`config.mk`:
```
export PLATFORM = sky130hd
export DESIGN_NAME = uart_rx_port
export DESIGN_NICKNAME = d
export VERILOG_FILES = /design/src/rtl/uart_rx_port.sv
export SDC_FILE = /design/constraint.sdc
export NUM_CORES = 1
export LEC_CHECK = 0
export CAP_MARGIN = 0
export CORE_ASPECT_RATIO = 0.75
export CORE_UTILIZATION = 58
export DETAILED_ROUTE_END_ITERATION = 10
export MAX_ROUTING_LAYER = met4
export PLACE_DENSITY_LB_ADDON = 0.15
export SLEW_MARGIN = 5
export SYNTH_ARGS = -nofsm -noshare
export SYNTH_HDL_FRONTEND = slang
export SYNTH_SLANG_ARGS = --single-unit
export TNS_END_PERCENT = 1
```
`constraint.sdc`:
```
create_clock -name CLK -period 3.95 [get_ports CLK]
set_input_delay 0.79 -clock CLK [delete_from_list [all_inputs] [get_ports CLK]]
set_output_delay 0.79 -clock CLK [all_outputs]
set_load 0.01 [all_outputs]
```
`src/rtl/uart_rx_port.sv`:
```
// Receive-side UART port: buffers bytes from the rs232c receiver in a register FIFO
// and exposes them to the CPU as a popping data port and a status port.
module uart_rx_port #(
  parameter int                     ADDRESS_WIDTH = 16,
  parameter int                     ADR_WIDTH     = 4,
  parameter logic [ADDRESS_WIDTH-1:0] DATA_ADDR   = 16'hFFFE,
  parameter logic [ADDRESS_WIDTH-1:0] STAT_ADDR   = 16'hFFFD
) (
  input  logic                     CLK,
  input  logic                     RESET_N,
  input  logic [7:0]               RX_DATA,
  input  logic                     RX_DATA_EN,
  input  logic [ADDRESS_WIDTH-1:0] ADDRESS,
  input  logic                     RDEN,
  output logic [7:0]               RDATA,
  output logic                     RSEL,
  output logic                     RX_READY,
  output logic                     OVERRUN,
  output logic [ADR_WIDTH:0]       COUNT
);

  localparam int DEPTH = 1 << ADR_WIDTH;

  // Handshake: RX_DATA_EN is a one-cycle strobe with no back-pressure; a byte that
  // finds the FIFO full (and no pop that cycle) is dropped and flagged in OVERRUN.
  // A CPU pop is RDEN with ADDRESS == DATA_ADDR; RDATA must be sampled that cycle.
  logic [7:0]         mem [DEPTH];
  logic [ADR_WIDTH:0] wptr;
  logic [ADR_WIDTH:0] rptr;
  logic               empty;
  logic               full;
  logic               data_sel;
  logic               stat_sel;
  logic               pop;
  logic               push;
  logic               drop;

  assign empty    = (wptr == rptr);
  assign full     = (wptr[ADR_WIDTH-1:0] == rptr[ADR_WIDTH-1:0]) &&
                    (wptr[ADR_WIDTH] != rptr[ADR_WIDTH]);
  assign data_sel = (ADDRESS == DATA_ADDR);
  assign stat_sel = (ADDRESS == STAT_ADDR);
  assign pop      = RDEN && data_sel && !empty;
  // A pop in the same cycle frees the slot, so a full FIFO can still accept a byte.
  assign push     = RX_DATA_EN && (!full || pop);
  assign drop     = RX_DATA_EN && full && !pop;

  assign RSEL     = data_sel || stat_sel;
  assign RX_READY = !empty;
  assign COUNT    = wptr - rptr;

  // Storage carries no reset; only the pointers define what is valid.
  always_ff @(posedge CLK) begin
    if (push) mem[wptr[ADR_WIDTH-1:0]] <= RX_DATA;
  end

  always_ff @(posedge CLK or negedge RESET_N) begin
    if (!RESET_N) begin
      wptr    <= '0;
      rptr    <= '0;
      OVERRUN <= 1'b0;
    end else begin
      if (push) wptr <= wptr + (ADR_WIDTH+1)'(1);
      if (pop)  rptr <= rptr + (ADR_WIDTH+1)'(1);
      // A drop coinciding with a status read keeps the flag set.
      if (drop)                      OVERRUN <= 1'b1;
      else if (RDEN && stat_sel)     OVERRUN <= 1'b0;
    end
  end

  always_comb begin
    RDATA = 8'h00;
    if (data_sel) begin
      if (!empty) RDATA = mem[rptr[ADR_WIDTH-1:0]];
    end else if (stat_sel) begin
      RDATA = {5'b0, OVERRUN, full, !empty};
    end
  end

endmodule
```
Word level (Yosys, flattened, before mapping)

Memory sizes are Yosys's and may differ from the RTL's.
Index checks and enable logic that the tools add are counted.

Output and inout bits: 16
Memories: 1
Flip-flop bits (word level): 11
Logic and storage cells: 32
Bits of input ports: 28
Bits in writable memories: 128

Eq/ne operators: 5
Reductions and logical operators: 13
Mux-type cells: 7
Add/sub/neg operators: 3

Memories:

| memory | words | bits a word | read ports | clocked after memory_dff | write ports | RTL line | text |
|---|---|---|---|---|---|---|---|
| mem    | 16    | 8           | 1          | 0                        | 1           | 27       | `logic [7:0] mem [DEPTH];` |

Operators by type and width:

| cell                 | number |
|---|---|
| $eq 16x16->1 const B | 2 |
| $mux 8               | 2 |
| $add 5x1->5 const B  | 2 |
| $logic_and 1x1->1    | 7 |
| $eq 5x5->1           | 1 |
| $sub 5x5->5          | 1 |
| $eq 4x4->1           | 1 |
| $mux 1               | 4 |
| $logic_not 1->1      | 3 |
| $mux 3               | 1 |
| $logic_or 1x1->1     | 2 |
| $reduce_bool 2->1    | 1 |
| $ne 1x1->1           | 1 |

Logic depth before layout (Yosys ltp)

Depth after elaboration: 7
Depth in mapped cells: 10

Worst setup path after synthesis

No wires, ideal clock.

Path type: register to register
From: register rptr[2]
To: memory mem[3][0], enable pin
Slack: 0.918 ns
Cell stages (with the launch flop): 10
Setup time: 0.383 ns
Arrival time: 2.648 ns
Required time: 3.567 ns
Path through: dfrtp_1 -> buf_2 -> buf_1 -> inv_2 -> ha_1 -> nand4_1 -> o2111ai_1 -> o21ai_2 -> nand3_1 -> nor3_1

Cells in the longest elaborated chain, start to end: 7
Elaborated cells on any way between the ends: 10
Classes of those cells: eq/ne: 2; mux: 2; reduce/logical: 6

RTL lines:

| what                                                        | RTL line | text |
|---|---|---|
| start: declaration                                          | 29       | `logic [ADR_WIDTH:0] rptr;` |
| start signal: assignment                                    | 64       | `if (pop) rptr <= rptr + (ADR_WIDTH+1)'(1);` |
| $eq 5x5->1 / $eq 4x4->1 (equally long branches)             | 38, 39   |  |
| $logic_not 1->1 / $logic_and 1x1->1 (equally long branches) | 43, 39   |  |
| $logic_and 1x1->1 / $logic_not 1->1 (equally long branches) | 43, 45   |  |
| $logic_or 1x1->1 (*)                                        | 45       | `assign push = RX_DATA_EN && (!full \|\| pop);` |
| $logic_and 1x1->1 (*)                                       | 45       |  |
| $mux 1 (*)                                                  | 54       | `if (push) mem[wptr[ADR_WIDTH-1:0]] <= RX_DATA;` |
| $mux 1 (not written as such) (*)                            | 54       |  |
| end: declaration                                            | 27       |  |

Mark *: on every way between the ends. The rest lies on a longest branch, timed or not.

Worst setup path in the final report

From: input port ADDRESS[5]
To: output port RDATA[7]

Cells in the longest elaborated chain, start to end: 2

RTL lines:

| what               | RTL line | text |
|---|---|---|
| start: declaration | 13       | `input logic [ADDRESS_WIDTH-1:0] ADDRESS,` |
| $eq 16x16->1       | 41       | `assign data_sel = (ADDRESS == DATA_ADDR);` |
| $mux 8             | 73       | `if (data_sel) begin` |
| end: declaration   | 15       | `output logic [7:0] RDATA,` |

No other way between the ends.

==> results.md <==
* Top Metal Used: met4
* Worst path depth at 6
* Wire length per cell at ~23 um
* GRT Total Usage at 26.10%
* Starting density of the core at 59.94%
* Syn nets at between 300 and 400
* Worst skew pair latency at 0.42 ns
* Routed via count at roughly 3100
* Die height at around 90 um
* Max incr delay on CP at about 0.58 ns
* Pin count of the biggest net entering global routing at 25
* Ys async rst share at ~8%
* Initial antenna violation count at 0
* Port bufs at between 40 and 50
* Most numerous cell in the Yosys netlist: edfxtp_1
* Final setup vio count at 0
* CP Class: in2out
* CP Data Arrival Time at about 3.0 ns
* Critical path startpoint category: input pin
* Setup TNS at 0 ns
* CTS Hold Bufs at 0
* Worst Setup SP: ADDRESS[5]
* Clk root buf: clkbuf_16
* RSZ-0062 raised after global routing: no
* Critical path peak fanout at 7
* Fin crit share at about 97%
* Row count at 31
* Fillers at between 600 and 700
* PwrDens at 563.0 nW/um^2
* Minimum clock period at between 3 and 4 ns
* Crit path cell chain: clkdlybuf4s50_1 -> and4_1 -> and4bb_2 -> nand4_1 -> o22ai_1 -> clkdlybuf4s50_1
* Critical R2R Launch: rptr[2]
* Clk_skew at between 0.004 and 0.005 ns
* Die width at between 100 and 150 um
* CP required at ~3.2 ns
* Number of top-level pins at 44
* Largest delay share family, worst path: buffers and inverters
* Max clock buf depth at 2
* Core area at ~9700 um^2
* Gr ovfl total at 0
* Maximum Capacitance Violations at 0
* Fmax at 262.1 MHz
* Vias in the first global route at about 3100
* Power, Total at 4.011 mW
* Hold WC Path Type: reg2reg
* Area growth, synth to finish at 22.60%
* Warnings from Yosys at 0
* Synth top area share at around 66%
* Commonest cells post-synth: edfxtp_1 (128), mux4_2 (31), mux2i_1 (16)
* Synthesized cell area at 5812 um^2
* CTS clk-pin slew, worst paths at ~0.05 ns
* Worst slew margin at 60.52%
* Die Area at approximately 10000 um^2
* R2r endpoint: mem[2][1]
* Syn Inst Count at 311
* Met3 wire len at roughly 820 um
* WL met1 at 5176 um
* Leakage power at roughly 2.5 nW
* Detailed Place HPWL at 7730 um
* Share of cells above drive strength 1 at a little under a quarter
* VDD IR-drop max at about 400 uV
* Met2 wire length at roughly 5600 um
* Top_reg_cell synth: edfxtp_1
* Crit path capture: RDATA[7]
* Fraction of the yosys area taken by sequential cells at a little under three quarters
* First-pass GRT wire length at about 18000 um
* Crit-path most repeated cell: clkdlybuf4s50_1
* Reg2Reg Depth at 8
* Post-synth cell types at 45
* CTS Buf Count at 17
* Final #Nets at roughly 420
* WL final at 11930 um
* H-tree Lvls at 4
* Diode count at 0
* Status: finished, final reports clean
* Cell at the slowest stage of the critical path: clkdlybuf4s50_1
* EDFF count, synth at 128
* Vias per inst at around 6.0
* DRC Markers at 0
* Final antenna-violating net count at 0
* Pre-Repair DR Iteration Count at 5
* CP Capture Type: primary output
* Crit path buffers/inverters at 2
* Leading area contributor after synthesis: edfxtp_1
* Starting DRT DRC Count at around 250
* Clock sinks at 139
* Worst R2R Setup Slack at 1.33 ns
* TritonCTS clock tree: built
* FF+latch count, synth at 139
* Actual slew at the worst max-slew pin at just under 0.6 ns
* Leading post-synthesis cells by cell area: edfxtp_1 (66%), mux4_2 (12%), dfrtp_1 (4.7%), mux2i_1 (2.8%), ha_1 (1.9%)
* Final RePlAce weighted congestion at 0.8318
* Mean Syn Cell Area at ~19 um^2
* Final hold violation count at 0
* Max-slew violations at 0
## metal layers
layer | track usage [%] | up-vias
li1 | - | 1376
met1 | 34.63 | 1609
met2 | 39.27 | 123
met3 | 6.959 | 29
met4 | 10.26 | 0
met5 | - | -
## where the power goes
group / internal, mW / switching (mW) / leakage (nW)
Clock: 1.01 / 0.579 / 0.291
Sequential: 1.77 / 0.0831 / 1.29
Combinational: 0.265 / 0.297 / 0.899
Total: 3.05 / 0.959 / 2.48
## flip-flops by register name (all words and copies together) (netlist names)
name and count:
mem 128, wptr 5, rptr 5, OVERRUN 1
## worst register-to-register path, stage by stage, from the launching register on
cell	delay (ns)
dfrtp_1	0.38
inv_2	0.22
ha_1	0.34
nand4_1	0.18
o2111ai_1	0.20
o21ai_2	0.36
nand3_1	0.24
nor3_1	0.19
buf_4	0.21
## worst min path at each step
stage,startpoint,to,slack (ns),cells after the start
floorplan,RESET_N,OVERRUN,0.49,0
global placement,rptr[4],rptr[4],0.52,1
detailed placement,OVERRUN,OVERRUN,0.53,1
CTS,OVERRUN,OVERRUN,0.54,1
global route,rptr[4],rptr[4],0.56,1
finish,OVERRUN,OVERRUN,0.54,1
## cells by family after synthesis
| family | synth area share, % |
|---|---|
| AOI/OAI and AO/OA | 2.454 |
| xor gates and xnor gates | 1.959 |
| adders and majority gates | 2.282 |
| buffers and inverters | 2.110 |
| DFF | 70.87 |
| muxes | 15.29 |
| and+or+nand+nor | 5.038 |
## cell usage in the layout (no fill, tap or decap), types with 4 or more instances in the layout
cell,count
dfrtp_1,10
nor2_1,15
clkdlybuf4s50_1,43
inv_1,11
xnor2_1,10
nor3_1,5
mux2i_1,16
buf_4,21
nand4_1,5
mux4_2,31
o22ai_1,5
nand3_1,6
nand2_1,8
ha_1,9
a21oi_1,4
edfxtp_1,128
clkbuf_16,20
## timing repair
item | CTS | global route
buffers inserted | 0 | 1
resized for setup | 0 | 1
endpoints found under the setup margin | 0 | 2
## stage by stage
| stage | cell area [um^2] | setup WS, ns | util (%) | instances | hold slack, ns |
|---|---|---|---|---|---|
| floorplan | 5812 | 0.9185 | - | 311 | 0.4944 |
| global placement | 6501 | 0.1288 | 67.05 | 493 | 0.5226 |
| detailed placement | 6501 | 0.1255 | 67.05 | 493 | 0.5282 |
| CTS | 7116 | 0.04112 | 73.38 | 525 | 0.5406 |
| global route | 7126 | 0.002736 | 73.48 | 526 | 0.5597 |
| finish | 7126 | 0.1353 | 73.48 | 526 | 0.5388 |
## area by class of cell
cell class	count	area [um^2]	area share, %
clock buffer	25	539.3	7.568
clock inverter	7	75.07	1.054
inverter	12	45.04	0.6321
multi-input combinational	146	1570	22.04
sequential	139	4123	57.86
tap	132	165.2	2.318
timing repair buffer	65	608.1	8.534
Note: power is estimated with default switching activity, not from simulation.
